==> src/rtl/pc_irq_unit.sv <==
// Program counter with vectored, edge-triggered interrupts, exception entry and eret.
// Supervisor mode is ia[WIDTH-1]; interrupts are taken only from user mode.
module pc_irq_unit #(
  parameter int unsigned           WIDTH      = 32,
  parameter int unsigned           NIRQ       = 4,
  parameter logic [WIDTH-1:0]      RESET_VEC  = 32'h8000_0000,
  parameter logic [WIDTH-1:0]      EXC_VEC    = 32'h8000_0004,
  parameter logic [WIDTH-1:0]      IRQ_BASE   = 32'h8000_0008,
  parameter int unsigned           IRQ_STRIDE = 4
) (
  input  logic             clk,
  input  logic             reset,
  input  logic             stall,
  input  logic [WIDTH-1:0] pcin,
  input  logic             exception,
  input  logic             eret,
  input  logic [NIRQ-1:0]  irq,
  input  logic [NIRQ-1:0]  irq_en,
  output logic [WIDTH-1:0] ia,
  output logic [WIDTH-1:0] xp,
  output logic [NIRQ-1:0]  irq_pending,
  output logic [NIRQ-1:0]  irq_ack,
  output logic [15:0]      irq_count
);

  localparam int unsigned KW = (NIRQ > 1) ? $clog2(NIRQ) : 1;

  logic [NIRQ-1:0]  irq_prev;
  logic [NIRQ-1:0]  eligible;
  logic [NIRQ-1:0]  rise;
  logic [NIRQ-1:0]  take_mask;
  logic [KW-1:0]    sel;
  logic             take;
  logic [WIDTH-1:0] ia_next;
  logic [WIDTH-1:0] xp_next;
  logic [WIDTH-1:0] irq_vec;
  logic [WIDTH-1:0] ia_plus4;

  assign eligible = irq_pending & irq_en;
  assign rise     = irq & ~irq_prev;
  assign take     = ~stall && (eligible != '0) && ~ia[WIDTH-1];
  assign ia_plus4 = ia + WIDTH'(4);
  assign irq_vec  = IRQ_BASE + WIDTH'(sel) * WIDTH'(IRQ_STRIDE);

  // Lowest eligible index wins; scanning downward leaves the lowest one selected.
  always_comb begin
    sel = '0;
    for (int i = NIRQ - 1; i >= 0; i--) begin
      if (eligible[i]) sel = KW'(i);
    end
  end

  always_comb begin
    take_mask = '0;
    if (take) take_mask[sel] = 1'b1;
  end

  // Next ia/xp: irq beats exception beats supervisor eret beats sequential flow.
  always_comb begin
    ia_next = ia;
    xp_next = xp;
    if (!stall) begin
      if (take) begin
        ia_next = irq_vec;
        xp_next = ia_plus4;
      end else if (exception) begin
        ia_next = EXC_VEC;
        xp_next = ia_plus4;
      end else if (eret && ia[WIDTH-1]) begin
        ia_next = xp;
      end else begin
        ia_next = pcin;
      end
    end
  end

  always_ff @(posedge clk or posedge reset) begin
    if (reset) begin
      ia          <= RESET_VEC;
      xp          <= '0;
      irq_prev    <= '0;
      irq_pending <= '0;
      irq_ack     <= '0;
      irq_count   <= '0;
    end else begin
      irq_prev    <= irq;
      // A new edge on a line being taken keeps it pending.
      irq_pending <= (irq_pending & ~take_mask) | rise;
      irq_ack     <= take_mask;
      ia          <= ia_next;
      xp          <= xp_next;
      if (take && irq_count != 16'hFFFF) irq_count <= irq_count + 16'd1;
    end
  end

endmodule

==> config.mk <==
export PLATFORM = sky130hd
export DESIGN_NAME = pc_irq_unit
export DESIGN_NICKNAME = d
export VERILOG_FILES = /design/src/rtl/pc_irq_unit.sv
export SDC_FILE = /design/constraint.sdc
export NUM_CORES = 1
export LEC_CHECK = 0
export CAP_MARGIN = 10
export CORE_ASPECT_RATIO = 1.5
export CORE_MARGIN = 4
export CORE_UTILIZATION = 35
export DETAILED_ROUTE_END_ITERATION = 12
export SLEW_MARGIN = 20
export SYNTH_ARGS = -nofsm -noshare
export SYNTH_HDL_FRONTEND = slang
export SYNTH_SLANG_ARGS = --single-unit
==> constraint.sdc <==
create_clock -name clk -period 3.02 [get_ports clk]
set_clock_uncertainty 0.05 [all_clocks]
set_input_delay 0.453 -clock clk [delete_from_list [all_inputs] [get_ports clk]]
set_output_delay 0.453 -clock clk [all_outputs]
set_load 0.02 [all_outputs]
==> results.yml <==
clock_network:
  max-clock-path-buffers: 2
  cts_setup_buffers: 0
  htree_levels: 3
  cts.sinks: 92
  ctsHoldBuffers: 0
  cts_tree: "yes"
  clk_latency_ns: 0.34
  clockRootBuffer: "clkbuf_16"
  postCtsResizedCells: 0
  numCtsBuffers: 9
  clkTransAtPathRegs_ns: 0.06
timing:
  rsz0062_at_grt: "no"
  fin_tns_setup_ns: 0
  slew_viol_final: 0
  max_slew_margin_pct: 56.72
  fmaxAchievable_mhz: 466.5
  fin_crit_ns: 2.144
  period_share_pct: 70.98
  worst_slew_pin_slew_ns: 0.6492
  finalSetupViolCount: 0
  finalHoldViolations: 0
cells_and_area:
  drive_above_1_share_pct: 8.199
  post-route-util_pct: 49.53
  multi_input_area_sq_um: 2166
  fin_nets: 664
  fillCellCount: 1273
  n_antenna_cell: 0
  layout.area.seq_sq_um: 2303
  area_delta_synth_final_pct: 37.78
drt:
  num_vias: 4073
  drt_wl_total_microns: 12640
  drt_iter0_markers: 112
  ant_nets: 0
  drt-pass1-iter-count: 4
  route.detailed.drc: 0
  drt-vias-per-instance: 5.215
  routedWlPerCell_microns: 16.18
logic_synthesis:
  ys_async_sr_fraction_pct: 100.0
  syn_avg_cell_area_sq_um: 9.378
  synth.top_cell.area_share_pct: 48.66
  synth_seq_area_share_pct: 49.22
  synth-xor-area-share_pct: 7.674
  synth_top_family_by_area: "simple AND/OR/NAND/NOR gates"
  ys_types: 50
  synthMuxAreaShare_pct: 2.273
  synth_area_leader_cell: "dfrtp_1"
  syn_area_sq_um: 4679
  ys_top_cells_by_area: "dfrtp_1 (49%), a21oi_1 (8.4%), nor2_1 (5.2%)"
  ys_top_cells_by_count: "dfrtp_1 (91), a21oi_1 (79), nor2_1 (65)"
  syn_nets: 546
  synth_enable_flop_cells: 0
  synth-simple-area-share_pct: 23.82
  yosysWarnings: 0
  yosys.area_share.adder_pct: 0.5348
  synth_ff_type: "dfrtp_1"
  yosysMostFrequentCell: "dfrtp_1"
  ys_ff_latch: 92
  synth-compound-area-share_pct: 11.98
  synth_cells: 499
pwr:
  power.share.clock_pct: 27.4
  p_sw_mw: 1.551
  p_seq_share_pct: 39.4
  p_int_mw: 3.001
  max-vdd-ir-drop_mv: 0.4721
  power_mw: 4.552
  p_comb_share_pct: 33.2
  p_leak_nw: 2.678
  p_sw_share_pct: 34.08
  power.density_nw_per_um2: 706.0
place:
  port_buffers: 132
  dp.final_hpwl_microns: 8873
  gp_congestion: 0.8015
setup_path:
  crit_type: "flip-flop to output port"
  cp_max_fo: 10
  worstPathRequired_ns: 2.52
  cp-start-kind: "flip-flop"
  critPathMaxStageDelay_ns: 0.66
  path_delay_family: "flip-flops"
  endpoint_kind: "output port"
  cp.buffers_inverters: 1
  crit_chain: "clkdlybuf4s50_1"
  crit_slowest_cell: "dfstp_2"
  cp.arrival_ns: 1.64
floorplanning:
  rows: 51
  core_area_sq_um: 13020
  dieArea_sq_um: 15320
  die_h_microns: 149.6
  ioPinCount: 133
  die_w_microns: 102.4
  initial_core_util_pct: 35.95
job:
  drv_cap: 0
run_status:
  status: "finished clean"
grt:
  grt.total_usage_pct: 17.01
  gr-total-overflow: 0
  first_global_vias: 4014
  grt_pass1_wl_microns: 20480
  grt_max_degree: 90
  antenna_found_initial: 0
hold_path:
  hp-class: "flip-flop to flip-flop"
[final timing paths]
check                                 endpoint  slack (ns)  cells after the start        start
min in group asynchronous         irq_count[0]        0.46                      2        reset
worst min-delay path            irq_pending[0]        0.38                      1  irq_prev[0]
worst max register to register          xp[30]        0.97                      6        ia[2]
max in group asynchronous               ia[31]        1.73                      3        reset
worst max-delay path                    ia[31]        0.88                      1       ia[31]
worst min register to register  irq_pending[0]        0.38                      1  irq_prev[0]
[layout make-up]
cell class	instances	area share [%]
Clock buffer	13	4.192
Clock inverter	3	1.048
Inverter	14	0.8539
Multi-Input combinational cell	362	33.59
Sequential cell	92	35.73
Tap cell	159	3.086
Timing Repair Buffer	138	21.50
[cells by family (layout without fill, tap and decap cells)]
logic type,Yosys count,after routing
adders and majority gates,2,2
xor gates and xnor gates,41,41
and+or+nand+nor,207,207
muxes,10,10
AOI/OAI and AO/OA,102,102
buffers and inverters,45,168
DFF,92,92
[per-stage QoR]
step / setup slack [ns] / hold WS (ns) / instance area, sq um / cells
3_3_place_gp: 0.6417 / 0.3614 / 6110 / 765
3_5_place_dp: 0.5598 / 0.3741 / 6110 / 765
6_report: 0.8764 / 0.3844 / 6447 / 781
5_1_grt: 0.7703 / 0.4119 / 6447 / 781
4_1_cts: 0.8661 / 0.3784 / 6447 / 781
2_1_floorplan: 0.1267 / 0.3496 / 4679 / 499
[cells in the final DEF, fill, tap and decap left out, drive strengths merged, types with 3 or more instances in the layout]
| master | Yosys | layout |
|---|---|---|
| and3 | 11 | 11 |
| xnor2 | 24 | 24 |
| xor2 | 17 | 17 |
| buf | 15 | 7 |
| a21oi | 81 | 81 |
| clkdlybuf4s50 | 0 | 131 |
| nand2 | 42 | 42 |
| nand3 | 41 | 41 |
| inv | 14 | 14 |
| mux2 | 5 | 5 |
| o22ai | 5 | 5 |
| nor4 | 8 | 8 |
| or2 | 3 | 3 |
| mux2i | 5 | 5 |
| nand4 | 13 | 13 |
| and4 | 5 | 5 |
| dfrtp | 91 | 91 |
| nor3 | 12 | 12 |
| a211oi | 6 | 6 |
| nor2 | 65 | 65 |
| clkbuf | 16 | 13 |
[routing by layer]
metal  vias to the layer above  track usage [%]  share of wire, %
met5                         -                0                 0
met4                         0            5.515               1.7
met3                        16            4.711               6.3
met2                       106            29.23                51
met1                      1980            20.35                40
li1                       1971                -                 -
[power by group through the flow]
stage | clock network, mW | registers [mW] | logic [mW]
final | 1.25 | 1.79 | 1.51
after global routing | 1.32 | 1.84 | 1.64
after CTS | 1.28 | 1.80 | 1.54
after detailed placement | 0 | 1.82 | 1.53
after global placement | 0 | 1.81 | 1.51
after floorplan | 0 | 2.03 | 0.555
[registers in the layout, summed over array words and instances, names as in the netlist]
name	count
ia	32
xp	32
irq_count	16
irq_pending	4
irq_prev	4
irq_ack	4
Note: power is estimated with default switching activity, not from simulation.
